==> src/rtl/xif_copro_issue_queue.sv <==
// ============================================================================
// xif_copro_issue_queue
// ----------------------------------------------------------------------------
// Issue stage for the XIF coprocessor. It decodes each instruction offered on
// the issue interface, completes the issue handshake with the core, and
// buffers accepted operations in a DEPTH-entry first-word-fall-through FIFO.
// Each entry holds the operation, its operands and its instruction ID, and
// waits there for the execute unit.
//
// Optional feature macro:
//   XIF_COPRO_EXT_OPS_EN - when defined, the decoder also recognises CLZ and
//                          CPOP. When undefined, those encodings are rejected
//                          as non-coprocessor instructions.
//
// Parameters:
//   XLEN     - operand width (power of two, >= 8)
//   DEPTH    - FIFO entries (power of two, >= 2)
//   ID_WIDTH - XIF instruction ID width
//
// Ports:
//   clk_i             in   clock, all state on rising edge
//   rst_i             in   synchronous active-high reset
//   issue_valid_i     in   core offers an instruction
//   issue_ready_o     out  handshake completes when valid && ready
//   issue_instr_i     in   32-bit instruction word
//   issue_id_i        in   instruction ID
//   issue_rs_i        in   {rs[1], rs[0]} source operands
//   issue_rs_valid_i  in   per-operand valid bits
//   issue_accept_o    out  instruction is a coprocessor op (during handshake)
//   issue_writeback_o out  coprocessor will write rd (same as accept)
//   flush_i           in   discard queued and in-handshake operations
//   op_valid_o        out  head entry valid
//   op_ready_i        in   execute unit consumes head
//   op_o              out  head operation (xif_copro_pkg::copro_op_e)
//   op_rs0_o          out  head rs[0]
//   op_rs1_o          out  head shift amount, zero-extended to XLEN
//   op_id_o           out  head instruction ID
//   count_o           out  number of occupied entries
// ============================================================================

package xif_copro_pkg;
    // Operation codes carried through the queue. CLZ and CPOP are only
    // produced when the extended operations are compiled in.
    typedef enum logic [2:0] {
        NONE     = 3'd0,
        BITREV   = 3'd1,
        ROTRIGHT = 3'd2,
        ROTLEFT  = 3'd3,
        CLZ      = 3'd4,
        CPOP     = 3'd5
    } copro_op_e;
endpackage

package xif_copro_instr_pkg;
    // Coprocessor instructions live in the custom-0 opcode space. They are
    // R-type words with funct7 = 0, and funct3 selects the operation. The
    // register fields are don't-care for decode.
    localparam logic [31:0] BITREV   = 32'b0000000_?????_?????_001_?????_0001011;
    localparam logic [31:0] ROTRIGHT = 32'b0000000_?????_?????_010_?????_0001011;
    localparam logic [31:0] ROTLEFT  = 32'b0000000_?????_?????_011_?????_0001011;
    localparam logic [31:0] CLZ      = 32'b0000000_?????_?????_100_?????_0001011;
    localparam logic [31:0] CPOP     = 32'b0000000_?????_?????_101_?????_0001011;
endpackage

module xif_copro_issue_queue #(
    parameter int XLEN     = 32,
    parameter int DEPTH    = 4,
    parameter int ID_WIDTH = 4,
    localparam int SHW     = $clog2(XLEN),
    localparam int AW      = $clog2(DEPTH),
    localparam int PW      = AW + 1
) (
    input  logic                clk_i,
    input  logic                rst_i,

    input  logic                issue_valid_i,
    output logic                issue_ready_o,
    input  logic [31:0]         issue_instr_i,
    input  logic [ID_WIDTH-1:0] issue_id_i,
    input  logic [2*XLEN-1:0]   issue_rs_i,
    input  logic [1:0]          issue_rs_valid_i,
    output logic                issue_accept_o,
    output logic                issue_writeback_o,

    input  logic                flush_i,

    output logic                op_valid_o,
    input  logic                op_ready_i,
    output logic [2:0]          op_o,
    output logic [XLEN-1:0]     op_rs0_o,
    output logic [XLEN-1:0]     op_rs1_o,
    output logic [ID_WIDTH-1:0] op_id_o,
    output logic [PW-1:0]       count_o
);

    // ------------------------------------------------------------------------
    // Decode
    // ------------------------------------------------------------------------
    xif_copro_pkg::copro_op_e dec_op;
    logic                     need_rs0;
    logic                     need_rs1;
    logic                     is_copro;
    logic                     rs_ok;

    logic [XLEN-1:0]          rs0;
    logic [SHW-1:0]           rs1_shamt;
    logic                     unused_rs1_hi;

    assign rs0           = issue_rs_i[XLEN-1:0];
    assign rs1_shamt     = issue_rs_i[XLEN+SHW-1:XLEN];
    // Only the shift-amount bits of rs[1] are ever stored.
    assign unused_rs1_hi = ^issue_rs_i[2*XLEN-1:XLEN+SHW];

    always_comb begin
        dec_op   = xif_copro_pkg::NONE;
        need_rs0 = 1'b0;
        need_rs1 = 1'b0;
        casez (issue_instr_i)
            xif_copro_instr_pkg::BITREV: begin
                dec_op   = xif_copro_pkg::BITREV;
                need_rs0 = 1'b1;
            end
            xif_copro_instr_pkg::ROTRIGHT: begin
                dec_op   = xif_copro_pkg::ROTRIGHT;
                need_rs0 = 1'b1;
                need_rs1 = 1'b1;
            end
            xif_copro_instr_pkg::ROTLEFT: begin
                dec_op   = xif_copro_pkg::ROTLEFT;
                need_rs0 = 1'b1;
                need_rs1 = 1'b1;
            end
`ifdef XIF_COPRO_EXT_OPS_EN
            xif_copro_instr_pkg::CLZ: begin
                dec_op   = xif_copro_pkg::CLZ;
                need_rs0 = 1'b1;
            end
            xif_copro_instr_pkg::CPOP: begin
                dec_op   = xif_copro_pkg::CPOP;
                need_rs0 = 1'b1;
            end
`endif
            default: begin
                dec_op   = xif_copro_pkg::NONE;
            end
        endcase
    end

    assign is_copro = (dec_op != xif_copro_pkg::NONE);
    assign rs_ok    = (!need_rs0 || issue_rs_valid_i[0]) &&
                      (!need_rs1 || issue_rs_valid_i[1]);

    // ------------------------------------------------------------------------
    // FIFO pointers and status
    // ------------------------------------------------------------------------
    logic [PW-1:0] wr_ptr;
    logic [PW-1:0] rd_ptr;
    logic [AW-1:0] wr_idx;
    logic [AW-1:0] rd_idx;
    logic          full;
    logic          empty;
    logic          push;
    logic          pop;

    assign wr_idx = wr_ptr[AW-1:0];
    assign rd_idx = rd_ptr[AW-1:0];

    // The extra MSB tells a wrapped-around full queue apart from an empty one.
    assign full  = (wr_ptr[AW] != rd_ptr[AW]) && (wr_idx == rd_idx);
    assign empty = (wr_ptr == rd_ptr);

    // A non-coprocessor word is rejected immediately, so it never waits on
    // queue space. A coprocessor op needs a free slot and its operands. Full
    // is evaluated before any same-cycle pop, so a slot freed this cycle
    // cannot be reused until the next one.
    assign issue_ready_o     = is_copro ? (!full && rs_ok) : 1'b1;
    assign issue_accept_o    = issue_valid_i && issue_ready_o && is_copro;
    assign issue_writeback_o = issue_accept_o;

    // A flush still lets the handshake complete on the issue side, but the
    // operation is dropped.
    assign push = issue_accept_o && !flush_i;
    assign pop  = !empty && op_ready_i && !flush_i;

    assign count_o = wr_ptr - rd_ptr;

    // ------------------------------------------------------------------------
    // Storage
    // ------------------------------------------------------------------------
    xif_copro_pkg::copro_op_e op_mem  [DEPTH];
    logic [XLEN-1:0]          rs0_mem [DEPTH];
    logic [SHW-1:0]           rs1_mem [DEPTH];
    logic [ID_WIDTH-1:0]      id_mem  [DEPTH];

    // Pointer and storage update. Reset clears the contents as well as the
    // pointers. Flush only rewinds the pointers, because stale contents
    // are never visible behind an empty queue.
    always_ff @(posedge clk_i) begin
        if (rst_i) begin
            wr_ptr <= '0;
            rd_ptr <= '0;
            for (int i = 0; i < DEPTH; i++) begin
                op_mem[i]  <= xif_copro_pkg::NONE;
                rs0_mem[i] <= '0;
                rs1_mem[i] <= '0;
                id_mem[i]  <= '0;
            end
        end else if (flush_i) begin
            wr_ptr <= '0;
            rd_ptr <= '0;
        end else begin
            if (push) begin
                op_mem[wr_idx]  <= dec_op;
                rs0_mem[wr_idx] <= rs0;
                // Only the rotates consume rs[1]. Storing zero for the others
                // keeps the head output independent of an unused operand.
                rs1_mem[wr_idx] <= need_rs1 ? rs1_shamt : '0;
                id_mem[wr_idx]  <= issue_id_i;
                wr_ptr          <= wr_ptr + PW'(1);
            end
            if (pop) begin
                rd_ptr <= rd_ptr + PW'(1);
            end
        end
    end

    // ------------------------------------------------------------------------
    // Head outputs
    // ------------------------------------------------------------------------
    // The head is read straight from storage (fall-through), so it holds
    // steady while stalled. It is forced to zero when the queue is empty.
    assign op_valid_o = !empty;
    assign op_o       = op_valid_o ? op_mem[rd_idx] : xif_copro_pkg::NONE;
    assign op_rs0_o   = op_valid_o ? rs0_mem[rd_idx] : '0;
    assign op_rs1_o   = op_valid_o ? {{(XLEN-SHW){1'b0}}, rs1_mem[rd_idx]} : '0;
    assign op_id_o    = op_valid_o ? id_mem[rd_idx] : '0;

endmodule

==> config.mk <==
export PLATFORM = sky130hd
export DESIGN_NAME = xif_copro_issue_queue
export DESIGN_NICKNAME = d
export VERILOG_FILES = /design/src/rtl/xif_copro_issue_queue.sv
export SDC_FILE = /design/constraint.sdc
export NUM_CORES = 1
export LEC_CHECK = 0
export ABC_CLOCK_PERIOD_IN_PS = 5800
export CAP_MARGIN = 20
export CORE_MARGIN = 3
export CORE_UTILIZATION = 40
export CTS_BUF_LIST = sky130_fd_sc_hd__clkbuf_8
export CTS_CLUSTER_SIZE = 40
export DETAILED_ROUTE_END_ITERATION = 8
export GPL_ROUTABILITY_DRIVEN = 0
export PLACE_DENSITY = 0.76
export RECOVER_POWER = 25
export SLEW_MARGIN = 10
export SYNTH_ARGS = -nofsm -noshare
export SYNTH_HDL_FRONTEND = slang
export SYNTH_SLANG_ARGS = --single-unit
export TNS_END_PERCENT = 20
==> constraint.sdc <==
create_clock -name clk_i -period 5.8 [get_ports clk_i]
set_input_delay 0.58 -clock clk_i [delete_from_list [all_inputs] [get_ports clk_i]]
set_output_delay 0.58 -clock clk_i [all_outputs]
set_load 0.01 [all_outputs]
## Word level (Yosys, flattened, before mapping)

Memory sizes are Yosys's and may differ from the RTL's. A register that Yosys moved wholly into a read port is not among the register bits.
Cells that the tools add are included.

- RAM bits: 172
- Bits in read-only memories: 0
- Bits in latches: 0
- Memories kept: 4
- Flip-flop bits (word level): 6
- Input bits: 107

Memories:

| name | words | width | read ports | clocked after Yosys merged registers in | write ports | line | text |
|---|---|---|---|---|---|---|---|
| rs0_mem | 4 | 32 | 1 | 1 | 4 | 191 | `logic [XLEN-1:0] rs0_mem [DEPTH];` |
| rs1_mem | 4 | 5 | 1 | 1 | 4 | 192 | `logic [SHW-1:0] rs1_mem [DEPTH];` |
| id_mem | 4 | 4 | 1 | 1 | 4 | 193 | `logic [ID_WIDTH-1:0] id_mem [DEPTH];` |
| op_mem | 4 | 2 | 1 | 1 | 4 | 190 | `xif_copro_pkg::copro_op_e op_mem [DEPTH];` |

- Muxes and demuxes: 35
- Reduce and logical (&&, ||, !) cells: 23
- Equality and inequality tests: 6
- Shift operators: 0
- Bitwise operators: 0
- Order comparisons: 0
- Div/mod/pow operators: 0
- $add $sub $neg: 3
- $mul: 0

Operator list:

| kind | count |
|---|---|
| 32-bit 2-to-1 mux | 2 |
| 17-bit by 9-bit equality test with 1-bit output, second input constant | 2 |
| 32-bit OR reduction | 1 |
| 2-bit 2-to-1 mux | 13 |
| 17-bit by 8-bit equality test with 1-bit output, second input constant | 1 |
| 5-bit 2-to-1 mux | 3 |
| 1-bit 2-to-1 mux | 13 |
| 1-bit logical AND | 8 |
| 4-bit 2-to-1 mux | 2 |
| 3-bit by 1-bit adder with 3-bit output, second input constant | 2 |
| 2-bit case mux with 3 select lines | 1 |
| 2-bit OR reduction | 3 |
| 1-bit logical NOT | 5 |
| 5-bit OR reduction | 1 |
| 4-bit OR reduction | 1 |
| 3-bit equality test | 1 |
| 3-bit 2-to-1 mux | 1 |
| 3-bit nonzero test | 1 |
| 3-bit OR reduction | 1 |
| 3-bit subtractor | 1 |
| 2-bit equality test | 1 |
| 1-bit logical OR | 2 |
| 1-bit != test | 1 |

## Depth between registers and ports, before layout

- Word-level depth: 17
- Gate-level depth with buffers: 8
- Mapped depth without buffers: 6

## Least setup slack after synthesis

OpenSTA, ideal clock, no wires.

- Kind: register -> register
- Start: register wr_ptr[0]
- End: memory id_mem[0][0] (enable)
- Arrival: 5.869 ns
- Cell stages (with the launch flop): 7
- Clock period less this slack: 6.433 ns
- Setup slack: -0.633 ns
- Setup time: 0.563 ns
- Required time: 5.237 ns
- Cells stage by stage: dfxtp_1 -> buf_2 -> inv_1 -> ha_1 -> a31oi_2 -> nand3_2 -> o41ai_1

RTL lines:

| element | line | text |
|---|---|---|
| start, declared | 156 | `logic [PW-1:0] wr_ptr;` |
| start signal, assigned | 219 | `wr_ptr <= wr_ptr + PW'(1);` |
| end, declared | 193 |  |

## Worst setup path in the final report

- Start: register wr_ptr[0]
- End: output port issue_accept_o

- Word-level cells in the longest chain between the ends: 7

Ends and longest elaborated chain:

| element | line | text |
|---|---|---|
| 2-bit equality test | 169 | `assign full = (wr_ptr[AW] != rd_ptr[AW]) && (wr_idx == rd_idx);` |
| 1-bit logical AND | 169 |  |
| 1-bit logical NOT | 176 | `assign issue_ready_o = is_copro ? (!full && rs_ok) : 1'b1;` |
| 1-bit logical AND | 176 |  |
| 1-bit 2-to-1 mux | 176 |  |
| 1-bit logical AND (2 in a row) | 177 | `assign issue_accept_o = issue_valid_i && issue_ready_o && is_copro;` |
| end, declared | 82 | `output logic issue_accept_o,` |

Every way passes these cells.

==> results summary <==
The total instance count after detailed placement is 969. For this run, the post-layout net count is 831. The deepest clock path buffer count came out at 2. Input and output buffers added on the ports amount to 114.

The global routing usage on met2 came out at 0.281. The length in cells of the worst reg-to-reg path is 5. The layout overhead on the synthesized area came out at 20.6%. Summed over all instances, the cell type with the most area after synthesis is edfxtp_1. Of the available clock period, the critical path in the final layout requires 0.676. The min-delay analysis places its worst path in the category flop to flop. The final-report hold violation count came to 0. In this run the tightest slew margin relative to its limit is -0.269. The met1 usage is 0.210.

The total half-perimeter wirelength after legalization and detailed placement came out at 10.5 mm. The length of the first detailed-routing pass in iterations came out at 5. met2 is the most crowded layer. The clock transition at the register clock pins on the worst setup and hold paths after CTS is 0.08 ns. STA puts the critical path data arrival time at 3.34 ns. The H-tree was split into 4 levels. The number of filler instances in the final layout is 1778. The cell sitting at the root of the clock tree is a clkbuf_8. The worst hold path begins at wr_ptr[2]. Of the synthesized area, sequential elements account for 0.638.

The synthesized area is 8340 um^2. The total power of the final layout came out at 2.57 mW. The slew at the pin closest to its max-slew limit came out at 1.90 ns.

Ranked by total cell area, the synthesized netlist is headed by edfxtp_1 (62%), mux4_2 (12%), nor2_1 (7.6%). The antenna diode count came out at 0. For this configuration, the core starts out at a cell density of 0.410. The top-area cell type share of the netlist area came out at 0.619. In this run, synthesis produced a sequential element count of 180. The fraction of registers with async set or reset after synthesis is 0. The residual antenna-violating net count after detailed routing is 0. The area occupied by multi-input gates is 2690 um^2.

The number of global-route vias before repair is 5278. In the final routed layout, each cell accounts on average for 18.0 um. For this design the top-level I/O count stands at 185. The total CTS buffers came out at 17. The final worst clock skew came out at 0.00809 ns. In this run the standard cell core region covers 20400 um^2. The combined flip-flop and latch cell area came out at 5330 um^2. After clock tree synthesis, the repair step resized 0 gates. The max-slew violation count came to 117. In the synthesized netlist the dominant register cell turns out to be edfxtp_1. The number of buffers inserted for hold repair after clock tree synthesis came out at 0. The minimum period implied by the final worst setup slack is 3.92 ns. The mean number of vias per cell came out at 5.08. Counting flops with a built-in enable in the synthesized netlist gives 172. The depth of the worst hold-timing path is 2. The floorplan step defined a die boundary enclosing 22600 um^2. The global router's overall resource usage came out at 0.166. The floorplan row count is 52.

Entering global routing, the biggest net connects 45 pins. The worst setup path is of the flop to primary output kind. The instance count of the mapped netlist came out at 621. In this run, distinct cell masters in the synthesized netlist total 40. The worst setup path is launched from a flop. The post-route DRC violation count came out at 0.

The overall routed net length is 18.0 mm. Excluding fillers, the count of instances in the completed layout stands at 1000. In this run the power density over the cells is 255 nW/um^2. Summed over all failing endpoints, the final setup total negative slack is 0 ns. The number of antenna violations at the first check in global routing is 0. The startpoint identified for the worst register-to-register timing path is wr_ptr[0]. The flop-to-flop setup slack came out at 2.00 ns.

Setup repair after global routing left no endpoint under its margin. The final reports fail on capacitance limit, slew limit. The run finished, with violations left. The worst hold path terminates at wr_ptr[2]. The required arrival time at the worst endpoint is 5.22 ns. The source-to-sink clock delay at the later pin of the worst-skew pair came out at 0.45 ns.

Buffers added to address setup during post-CTS repair amount to 0. The number of clock sinks seen by CTS is 180. For this run, the top clock speed supported by timing is 0.255 GHz. The number of violations reported at the end of detailed-routing iteration 0 is 384. The largest fanout of any net on the critical path is 12. For this design the static power due to leakage is 3.27 nW. The first-pass GRT wire length is 28.0 mm.

The ratio of cells with drive above 1 in the final layout is 0.132. The width of the die is 150 um. The worst register-to-register path ends at rs0_mem[3][7]. The maximum vdd drop is 0.000166 V.

STA classifies the critical path endpoint as a primary output. After global routing the overflow that remains totals 0. The met3 track demand over resource is 0.0409. The die is 150 um tall. The tightest hold path in the finished design has a slack of 0.554 ns.

Setup violations remaining at the end of the flow were counted as 0. The via count of the routed design is 5078. The total of warnings raised by yosys came out at 0.

Across the run, the number of max-cap violations was 3. TritonCTS built the clock tree. The synthesized area per cell came out at 13.4 um^2.
layout by cell type, fill, tap and decap left out, types with 2 or more instances in the layout:
cell type,count
nand4_1,3
nor2_1,167
nand2b_1,2
nor3_1,11
clkdlybuf4s50_1,113
xor2_1,2
buf_4,7
inv_1,10
o41ai_2,2
dfxtp_1,6
conb_1,28
clkbuf_8,17
nor4_2,5
nor2b_1,43
o211ai_1,2
clkinv_2,3
mux4_2,43
bufinv_16,6
nand2_1,48
edfxtp_1,172
xnor2_1,2
nand3_1,4
o31ai_4,2
clkinv_1,2
o21ai_0,2
ha_1,4
mux2i_1,3
synthesized netlist by cell type (3+ instances only):
cell and number:
buf_4 35, dfxtp_1 8, nand3_1 3, edfxtp_1 172
nand2_1 48, nor3_1 11, nor2_1 168, nor4_2 5
buf_2 18, mux2i_1 3, clkbuf_1 15, ha_1 4
nor2b_1 43, o31ai_1 3, mux4_2 43, nand4_1 3
inv_1 9
report_power, final:
part / switching, mW / leakage [nW] / internal (mW)
registers: 0.0114 / 1.81 / 1.46
logic: 0.0724 / 1.23 / 0.0617
clock network: 0.417 / 0.231 / 0.545
total: 0.501 / 3.27 / 2.07
sequential cells by signal (all words and copies together) (netlist names), named ones only:
register	count
rs0_mem	128
wr_ptr	3
rs1_mem	20
rd_ptr	3
op_mem	8
id_mem	16
layout make-up:
| cell class | count | area share |
|---|---|---|
| sequential | 180 | 0.530 |
| timing repair buffer | 122 | 0.121 |
| tap | 270 | 0.0336 |
| clock buffer | 17 | 0.0233 |
| inverter | 9 | 0.00336 |
| multi-input combinational | 389 | 0.268 |
| clock inverter | 13 | 0.0214 |
metrics by stage:
step / cell area (um^2) / worst slack [ns] / utilization
finish: 10100 / 1.88 / 0.494
global route: 10100 / 1.65 / 0.494
CTS: 10100 / 1.57 / 0.494
detailed placement: 9620 / 2.10 / 0.472
global placement: 9620 / 2.15 / 0.472
floorplan: 8440 / -0.633 / -
cell families (layout without fill, tap and decap cells):
group,after synthesis,in the layout,synth area share
AO/OA/AOI/OAI,13,13,0.0121
XOR/XNOR,5,5,0.00615
adder cells (fa/ha/maj),5,5,0.00840
buffers and inverters,79,161,0.0558
flip-flops,180,180,0.638
multiplexers,47,47,0.121
other,1,28,0.000449
AND/OR/NAND/NOR,291,291,0.158
critical path: stages, from the launching register on:
cell             delay [ns]
dfxtp_1                0.65
inv_1                  0.17
ha_1                   0.38
a31oi_1                0.46
nand3_1                0.46
inv_1                  0.20
clkdlybuf4s50_1        0.56
layer usage:
metal,part of all wire,wire length (um),up-vias
met5,0,0,-
met4,0.021,384,0
met3,0.073,1310,30
met2,0.51,9220,193
met1,0.40,7130,2511
li1,-,-,2344
worst max-delay path by stage:
stage                     startpoint             end  depth (start not counted)
after floorplan            wr_ptr[0]    id_mem[0][0]                          6
after global placement     wr_ptr[0]     op_rs0_o[1]                          6
after detailed placement   wr_ptr[0]     op_rs0_o[1]                          6
after CTS                  wr_ptr[0]     op_rs0_o[1]                          6
after global routing       wr_ptr[0]  issue_accept_o                          6
final                      wr_ptr[0]  issue_accept_o                          6
Note: power is estimated with default switching activity, not from simulation.
